===== src/rtl/video_pattern_sched_pkg.sv =====
// Shared types and helpers for the frame-synchronous LED pattern scheduler.
// Used by vps_host_if and video_pattern_sched.
package video_pattern_sched_pkg;

  typedef enum logic {
    ST_IDLE = 1'b0,
    ST_PEND = 1'b1
  } vps_state_e;

  // Widest pattern johnson_next can advance; callers pass their real width.
  localparam int unsigned JOHNSON_MAX_W = 64;

  function automatic int unsigned clog2(input int unsigned n);
    longint unsigned p;
    int unsigned     r;
    p = 1;
    r = 0;
    while (p < longint'(n)) begin
      p = p << 1;
      r = r + 1;
    end
    return r;
  endfunction

  // Shift left by one and feed the inverted MSB (bit w-1) into bit 0.
  function automatic logic [JOHNSON_MAX_W-1:0] johnson_next(
    input logic [JOHNSON_MAX_W-1:0] v,
    input int unsigned              w
  );
    logic [JOHNSON_MAX_W-1:0] mask;
    logic                     msb;
    mask = (JOHNSON_MAX_W'(1) << w) - JOHNSON_MAX_W'(1);
    msb  = |(v & (JOHNSON_MAX_W'(1) << (w - 1)));
    return ((v << 1) & mask) | {{(JOHNSON_MAX_W-1){1'b0}}, ~msb};
  endfunction

endpackage


===== src/rtl/vps_host_if.sv =====
// Host side of the scheduler: REQ/ACK handshake, shadow pattern register
// and the IDLE/PEND state that holds a captured pattern until it is committed.
module vps_host_if
  import video_pattern_sched_pkg::*;
#(
  parameter int unsigned C_WIDTH = 18
) (
  input  logic               clk,
  input  logic               rst,
  input  logic               req_i,
  input  logic [C_WIDTH-1:0] dat_i,
  input  logic               commit_req_i,
  output logic               ack_o,
  output logic               pend_o,
  output logic [C_WIDTH-1:0] shadow_o
);

  vps_state_e         state_q, state_d;
  logic [C_WIDTH-1:0] shadow_q, shadow_d;
  logic               ack_q, ack_d;

  // NOTE: every variable gets its default before the case so no path leaves it unassigned (no latch).
  always_comb begin
    state_d  = state_q;
    shadow_d = shadow_q;
    ack_d    = 1'b0;
    case (state_q)
      ST_IDLE: begin
        if (req_i) begin
          state_d  = ST_PEND;
          shadow_d = dat_i;
          ack_d    = 1'b1;
        end
      end
      ST_PEND: begin
        // A request arriving here stalls unacknowledged until the commit.
        if (commit_req_i) state_d = ST_IDLE;
      end
      default: state_d = ST_IDLE;
    endcase
  end

  // NOTE: the shadow is reset too, so a request interrupted by reset leaves nothing to commit later.
  always_ff @(posedge clk or posedge rst) begin
    if (rst) begin
      state_q  <= ST_IDLE;
      shadow_q <= '0;
      ack_q    <= 1'b0;
    end else begin
      // NOTE: non-blocking assignments so every flop samples pre-edge values.
      state_q  <= state_d;
      shadow_q <= shadow_d;
      ack_q    <= ack_d;
    end
  end

  assign ack_o    = ack_q;
  assign pend_o   = (state_q == ST_PEND);
  assign shadow_o = shadow_q;

endmodule


===== src/rtl/video_pattern_sched.sv =====
// Frame-synchronous scheduler for the VIDEO_SQU LED pattern: host writes vs Johnson animator,
// committed only on HVcy_i. Optional pend timeout: define VIDEO_PATTERN_SCHED_TIMEOUT_EN.
module video_pattern_sched
  import video_pattern_sched_pkg::*;
#(
  parameter int unsigned C_WIDTH     = 18,
  parameter int unsigned C_FRAME_DIV = 64,
  parameter int unsigned C_TIMEOUT   = 2_250_000
) (
  input  logic               CK_i,
  input  logic               RST_i,
  input  logic               HVcy_i,
  input  logic               AUTO_EN_i,
  input  logic               HOST_REQ_i,
  input  logic [C_WIDTH-1:0] HOST_DAT_i,
  output logic               HOST_ACK_o,
  output logic [C_WIDTH-1:0] LEDs_ON_o,
  output logic               PEND_o,
  output logic               COMMIT_o,
  output logic [5:0]         FCTRs_o,
  output logic               TOUT_o
);

  localparam int unsigned FW = (clog2(C_FRAME_DIV) > 6) ? clog2(C_FRAME_DIV) : 6;
  localparam logic [FW-1:0] FRAME_LAST = FW'(C_FRAME_DIV - 1);

  if (C_FRAME_DIV < 2 || C_TIMEOUT < 1) begin : g_param_check
    $error("video_pattern_sched: C_FRAME_DIV must be >= 2 and C_TIMEOUT >= 1");
  end

  logic               pend;
  logic [C_WIDTH-1:0] shadow;
  logic               host_commit;
  logic               auto_step;
  logic               tout_force;

  logic [FW-1:0]      fctr_q, fctr_d;
  logic [C_WIDTH-1:0] leds_q, leds_d;
  logic               commit_q, commit_d;

  vps_host_if #(
    .C_WIDTH (C_WIDTH)
  ) u_host_if (
    .clk          (CK_i),
    .rst          (RST_i),
    .req_i        (HOST_REQ_i),
    .dat_i        (HOST_DAT_i),
    .commit_req_i (host_commit),
    .ack_o        (HOST_ACK_o),
    .pend_o       (pend),
    .shadow_o     (shadow)
  );

  // Host beats animator: a colliding auto step is simply lost, the counter still wraps.
  assign host_commit = pend & (HVcy_i | tout_force);
  assign auto_step   = HVcy_i & (fctr_q == FRAME_LAST) & AUTO_EN_i;

  always_comb begin
    fctr_d   = fctr_q;
    leds_d   = leds_q;
    commit_d = 1'b0;
    if (HVcy_i) fctr_d = (fctr_q == FRAME_LAST) ? '0 : fctr_q + 1'b1;
    if (host_commit) begin
      leds_d   = shadow;
      commit_d = 1'b1;
    end else if (auto_step) begin
      leds_d   = C_WIDTH'(johnson_next(JOHNSON_MAX_W'(leds_q), C_WIDTH));
      commit_d = 1'b1;
    end
  end

  always_ff @(posedge CK_i or posedge RST_i) begin
    if (RST_i) begin
      fctr_q   <= '0;
      leds_q   <= '0;
      commit_q <= 1'b0;
    end else begin
      fctr_q   <= fctr_d;
      leds_q   <= leds_d;
      commit_q <= commit_d;
    end
  end

`ifdef VIDEO_PATTERN_SCHED_TIMEOUT_EN
  localparam int unsigned TW = clog2(C_TIMEOUT + 1);

  logic [TW-1:0] wait_q, wait_d;
  logic          tout_q, tout_d;

  // Counter idles at zero outside PEND, so it is already clear on entry.
  always_comb begin
    wait_d     = pend ? wait_q + 1'b1 : '0;
    tout_force = pend & ~HVcy_i & (wait_q == TW'(C_TIMEOUT - 1));
    tout_d     = tout_q | tout_force;
  end

  always_ff @(posedge CK_i or posedge RST_i) begin
    if (RST_i) begin
      wait_q <= '0;
      tout_q <= 1'b0;
    end else begin
      wait_q <= wait_d;
      tout_q <= tout_d;
    end
  end

  assign TOUT_o = tout_q;
`else
  assign tout_force = 1'b0;
  assign TOUT_o     = 1'b0;
`endif

  assign LEDs_ON_o = leds_q;
  assign PEND_o    = pend;
  assign COMMIT_o  = commit_q;
  assign FCTRs_o   = fctr_q[5:0];

endmodule


===== config.mk =====
export PLATFORM = sky130hd
export DESIGN_NAME = video_pattern_sched
export DESIGN_NICKNAME = d
export VERILOG_FILES = /design/src/rtl/video_pattern_sched_pkg.sv /design/src/rtl/vps_host_if.sv /design/src/rtl/video_pattern_sched.sv
export SDC_FILE = /design/constraint.sdc
export NUM_CORES = 1
export LEC_CHECK = 0
export CAP_MARGIN = 20
export CORE_MARGIN = 4
export CORE_UTILIZATION = 60
export CTS_CLUSTER_DIAMETER = 30
export DETAILED_ROUTE_END_ITERATION = 8
export DONT_BUFFER_PORTS = 1
export MAX_ROUTING_LAYER = met4
export PLACE_DENSITY = 0.88
export SLEW_MARGIN = 25
export SYNTH_ARGS = -nofsm -noshare
export SYNTH_HDL_FRONTEND = slang
export SYNTH_SLANG_ARGS = --single-unit

===== constraint.sdc =====
create_clock -name CK_i -period 4.2 [get_ports CK_i]
set_clock_uncertainty 0.2 [all_clocks]
set_input_delay 0.84 -clock CK_i [delete_from_list [all_inputs] [get_ports CK_i]]
set_output_delay 0.84 -clock CK_i [all_outputs]
set_load 0.02 [all_outputs]

* Yosys cells after proc, flatten, opt, wreduce, memory -nomap -nowiden
Index checks and enable logic that the tools add are counted.
** Storage, ports and cells
- Word-level logic and storage cells :: 25
- Output and inout bits :: 28
- Bits of input ports :: 23
- Register bits after elaboration :: 45
** Operators by class
- Reduce and logical (&&, ||, !) cells :: 2
- Equal/unequal tests :: 1
- Mux-type cells :: 9
- Bitwise logic cells :: 6
- Add/subtract/negate cells :: 1
** Operator list (number)
- 18-bit 2-to-1 mux :: 2
- 18-bit by 1-bit OR with 18-bit output :: 1
- 6-bit by 1-bit adder with 6-bit output (second input constant) :: 1
- 6-bit equality test (second input constant) :: 1
- 6-bit 2-to-1 mux :: 1
- 1-bit 2-to-1 mux :: 5
- 1-bit bitwise AND :: 3
- 1-bit inverter :: 2
- 1-bit case mux with 2 select lines :: 1
- 2-bit AND reduction :: 1
- 2-bit nonzero test :: 1

* Logic depth before layout (Yosys ltp)
- Depth after elaboration :: 5
- Depth in mapped cells :: 6
- Mapped depth without buffers :: 4

* Hierarchy
A second synthesis with hierarchy kept.
** Second synthesis, totals
- Cells, all modules :: 179
- Area total of the unflattened synthesis :: 2110.8 µm²
** By module, submodules not included
- video_pattern_sched :: area an instance 1287.5 µm², sequential area each 625.6 µm², cells an instance 135, times used 1
- vps_host_if :: area an instance 823.3 µm², sequential area each 500.5 µm², cells an instance 44, times used 1

* Least setup slack after synthesis
No wires, ideal clock.
- Kind :: in2reg
- Start point :: input port HVcy_i
- End point :: register leds_q[1], in the netlist LEDs_ON_o[1]
- Path slack :: 2206 ps
- Required time :: 3868 ps
- Arrival :: 1663 ps
- Setup time :: 132 ps
- Stages :: 5
- Path through :: buf_4 > nand4_2 > buf_4 > o211ai_1 > o211ai_2
** On the way
- Word-level cells in the longest chain between the ends :: 3
- Elaborated cells on any way between the ends :: 5
** RTL lines
- start, declared :: RTL line video_pattern_sched.sv:12 : input logic HVcy_i,
- 1-bit bitwise AND (2 in a row) :: RTL line video_pattern_sched.sv:56 : assign auto_step = HVcy_i & (fctr_q == FRAME_LAST) & AUTO_EN_i;
- 2-bit nonzero test (no source line)
- end signal, assigned :: RTL line video_pattern_sched.sv:79 : leds_q <= leds_d;
- end, declared :: RTL line video_pattern_sched.sv:38 : logic [C_WIDTH-1:0] leds_q, leds_d;
Several ways; a longest one is shown, not always the timed one.
A chain may end at the register's enable or synchronous reset.

* Final worst setup path
- Start point :: register fctr_q[0], in the netlist FCTRs_o[0]
- End point :: register leds_q[4], in the netlist LEDs_ON_o[4]
** On the way
- Word-level cells in the longest chain between the ends :: 4
** RTL lines
- start, declared :: RTL line video_pattern_sched.sv:37 : logic [FW-1:0] fctr_q, fctr_d;
- start signal, assigned :: RTL line video_pattern_sched.sv:78 : fctr_q <= fctr_d;
- 6-bit equality test :: RTL line video_pattern_sched.sv:56
- 1-bit bitwise AND (2 in a row) :: RTL line video_pattern_sched.sv:56
- 2-bit nonzero test (no source line)
Every way passes these cells.

==> tab_implementation.tex <==
\begin{tabular}{lr}
\hline
Metric & Value \\
\hline
\multicolumn{2}{l}{\textbf{Setup path}} \\
\quad Category of the worst setup path launch point & flip-flop \\
\quad Critical-path top delay cell & dfrtp\_1 \\
\quad Chain of cells forming the critical path & ha\_1 -> nand3\_2 -> o211ai\_1 -> o211ai\_2 \\
\quad Class of the most critical setup path & reg -> reg \\
\quad Critical-path maximum fanout & 18 \\
\quad Data arrival time of the critical path & 2.37 ns \\
\quad Critical path's largest stage delay & slightly below 0.6 ns \\
\quad Critical Path End Type & flip-flop \\
\quad Required time at the endpoint of the critical path & about 4.3 ns \\
\quad Buffer and inverter count on the worst path & 0 \\
\quad Top Family by Delay on Critical Path & flip-flops \\
\multicolumn{2}{l}{\textbf{STA}} \\
\quad Final total negative setup slack & 0 ns \\
\quad Slew Limit Headroom & roughly a third \\
\quad Pins over their slew limit & 0 \\
\quad FMAX & between 400 and 500 MHz \\
\quad Time the final worst path needs with I/O delays and setup & 2.32 ns \\
\quad Number of failing setup endpoints in the final timing report & 0 \\
\quad Worst slew pin tran & $\sim$0.99 ns \\
\quad Fin crit share & a little under three fifths \\
\quad Unrepaired setup endpoints after global routing & no \\
\quad Number of failing hold endpoints at the final stage & 0 \\
\multicolumn{2}{l}{\textbf{Floorplanning}} \\
\quad Die area & 4450 um\^{}2 \\
\quad Area of the core & roughly 3300 um\^{}2 \\
\quad Die Span Y & approximately 67 um \\
\quad Num ports & 51 \\
\quad Horiz. Die Dim & approximately 67 um \\
\quad Starting utilization of the core area & $\sim$62\% \\
\quad Row count & 21 \\
\multicolumn{2}{l}{\textbf{Job}} \\
\quad Max-cap viol count & 0 \\
\multicolumn{2}{l}{\textbf{Outcome}} \\
\quad Status & finished, final reports clean \\
\multicolumn{2}{l}{\textbf{Logic synthesis}} \\
\quad Mapped Avg Cell Area & approximately 12 um\^{}2 \\
\quad Number of register bits inferred by synthesis & 45 \\
\quad Netlist Area Pre-Place & between 2000 and 2500 um\^{}2 \\
\quad YS warnings & 0 \\
\quad Number of instances in the synthesized netlist & about 180 \\
\quad Library cells used by synthesis & 29 \\
\quad Sequential cell area fraction in the yosys report & 54.4\% \\
\quad Mapped Nets & 200 \\
\multicolumn{2}{l}{\textbf{Clocking}} \\
\quad Clock tree from TritonCTS & yes \\
\quad CTS buffer count & 5 \\
\quad Sink Count & 45 \\
\quad Number of hold buffers added after cts & 0 \\
\quad PostCTS Resize Cnt & 0 \\
\quad Clock Pin Slew Worst Setup and Hold Paths & about 0.13 ns \\
\quad Postcts setup bufs & 0 \\
\quad Clock network latency to the later pin of the worst-skew pair & approximately 0.37 ns \\
\quad H-Tree Depth & 2 \\
\quad CTS max path bufs & 2 \\
\quad Clock tree root buffer cell & clkbuf\_4 \\
\multicolumn{2}{l}{\textbf{Power and ir drop}} \\
\quad IR Drop Worst-Case VDD & 0.305 mV \\
\quad Power per standard cell area & 625 nW/um\^{}2 \\
\quad Total design power & around 1.3 mW \\
\quad P\_leak & about 0.86 nW \\
\multicolumn{2}{l}{\textbf{Routing}} \\
\quad Post-route antenna net violation count & 0 \\
\quad Detailed-route DRC error count & 0 \\
\quad Number of vias after detailed routing & 1400 \\
\quad Post-detailed-route via-to-cell ratio & 6.51 \\
\quad Routed WL per cell & 19.8 um \\
\quad Total Routed Length & around 4300 um \\
\quad Drt initial violations & 97 \\
\quad 1st-pass router iterations & 4 \\
\multicolumn{2}{l}{\textbf{Layout}} \\
\quad Multi-input combinational cell area & 850 um\^{}2 \\
\quad Area growth from synthesis to layout & 1.39\% \\
\quad Sequential cell area & around 1100 um\^{}2 \\
\quad Filler cell count & approximately 260 \\
\quad Number of antenna cells inserted & 0 \\
\quad Layout net count & approximately 190 \\
\quad Fraction of layout instances using a drive strength above 1 & between 20\% and 30\% \\
\multicolumn{2}{l}{\textbf{GRT}} \\
\quad Global-route wire length before repair & 6820 um \\
\quad Grt met3 use & between 7 and 8\% \\
\quad Vias in the first global route & between 1000 and 1500 \\
\quad GRT Residual Overflow & 0 \\
\quad Pin count of the biggest net entering global routing & 46 \\
\quad Antenna violations before repair & 0 \\
\quad All-layer global routing usage & 21.5\% \\
\quad Grt met1 use & about 25\% \\
\quad Most used routing layer & met2 \\
\quad Global Route met2 Usage & about 34\% \\
\multicolumn{2}{l}{\textbf{Place}} \\
\quad Port bufs & 0 \\
\quad Dpl hpwl & 2840 um \\
\quad GP Congestion & 0.752 \\
\multicolumn{2}{l}{\textbf{Worst hold path}} \\
\quad Classification of the worst-slack hold path & in -> async \\
\hline
\end{tabular}
==> metrics by stage <==
stage          area (um^2)  hold slack, ns  util, %  std cells  worst slack, ns
4_1_cts               2090           0.295     62.7        215             1.92
6_report              2100           0.237     62.8        215             1.88
5_1_grt               2100           0.300     62.8        215             1.79
3_3_place_gp          2040           0.264     61.1        208             1.89
3_5_place_dp          2040           0.268     61.1        208             1.81
2_1_floorplan         2070           0.252        -        176             2.10
==> cells in the mapped netlist <==
cell | number | area [um^2]
and2_1 | 2 | 12.5
nand3_1 | 1 | 5.00
ha_1 | 1 | 12.5
buf_2 | 6 | 30.0
xor2_1 | 1 | 8.76
nand4_1 | 2 | 12.5
inv_1 | 2 | 7.51
nand3_2 | 1 | 10.0
a41oi_1 | 2 | 17.5
nand2_1 | 34 | 128
clkbuf_1 | 2 | 7.51
o311ai_1 | 1 | 8.76
nor2_1 | 2 | 7.51
o21ai_0 | 4 | 20.0
a31oi_1 | 2 | 12.5
mux2_2 | 19 | 214
o211ai_2 | 9 | 113
conb_1 | 1 | 3.75
buf_4 | 4 | 30.0
a21o_1 | 1 | 7.51
buf_6 | 2 | 22.5
and4_1 | 1 | 8.76
xnor2_1 | 3 | 26.3
nand4_2 | 1 | 12.5
nand3_4 | 1 | 17.5
o211ai_1 | 22 | 165
dfrtp_1 | 45 | 1130
nor2b_1 | 1 | 6.26
a21oi_1 | 3 | 15.0
==> routing by layer <==
| layer | vias to the layer above | routed length [um] |
|---|---|---|
| met5 | - | 0 |
| met4 | 0 | 60 |
| met3 | 8 | 340 |
| met2 | 57 | 2190 |
| met1 | 720 | 1680 |
| li1 | 615 | - |
==> state kept, by name (all words and copies together), names as in the netlist <==
register,cells
COMMIT_o,1
FCTRs_o,6
LEDs_ON_o,18
u_host_if.ack_o,1
u_host_if.pend_o,1
u_host_if.shadow_o,18
==> final timing paths <==
kind / start / endpoint / slack (ns) / cells after the start
worst max-delay path: FCTRs_o[0]$_DFFE_PP0P_ / LEDs_ON_o[4]$_DFFE_PP0P_ / 1.88 / 4
worst min-delay path: RST_i / COMMIT_o$_DFF_PP0_ / 0.24 / 1
worst max register to register: FCTRs_o[0]$_DFFE_PP0P_ / LEDs_ON_o[4]$_DFFE_PP0P_ / 1.88 / 4
worst min register to register: u_host_if.shadow_o[6]$_DFFE_PP0P_ / LEDs_ON_o[6]$_DFFE_PP0P_ / 0.29 / 2
max in group asynchronous: RST_i / u_host_if.shadow_o[16]$_DFFE_PP0P_ / 3.10 / 1
min in group CK_i: u_host_if.shadow_o[6]$_DFFE_PP0P_ / LEDs_ON_o[6]$_DFFE_PP0P_ / 0.29 / 2
==> layout make-up <==
cell class	count	area share, %
Sequential cell	45	53.7
Multi-Input combinational cell	115	40.5
Tap cell	46	2.74
Clock buffer	7	2.63
Inverter	2	0.418
==> logic make-up after synthesis <==
family | count (synthesis) | share of synthesized area [%]
flops | 45 | 54.4
simple gates | 46 | 10.6
mux | 19 | 10.3
xor+xnor | 4 | 1.69
fa+ha+maj | 1 | 0.605
compound gates | 44 | 17.4
buf+inv | 16 | 4.72
other cells | 1 | 0.181
==> where the power goes <==
| group | internal (mW) | switching, mW |
|---|---|---|
| logic | 0.136 | 0.156 |
| registers | 0.558 | 0.251 |
| clock network | 0.0791 | 0.129 |
| total | 0.774 | 0.536 |
==> placed cells by master, fill, tap and decap left out, types with 2 or more instances in the layout <==
cell	Yosys	final
a21oi_1	3	3
a31oi_1	2	2
a41oi_1	2	2
and2_1	2	2
clkbuf_4	0	5
dfrtp_1	45	45
mux2_2	19	19
nand2_1	34	33
nand4_1	2	2
nor2_1	2	2
o211ai_1	22	22
o211ai_2	9	9
o21ai_0	4	4
xnor2_1	3	3
Power figures use the tool's default switching activity.
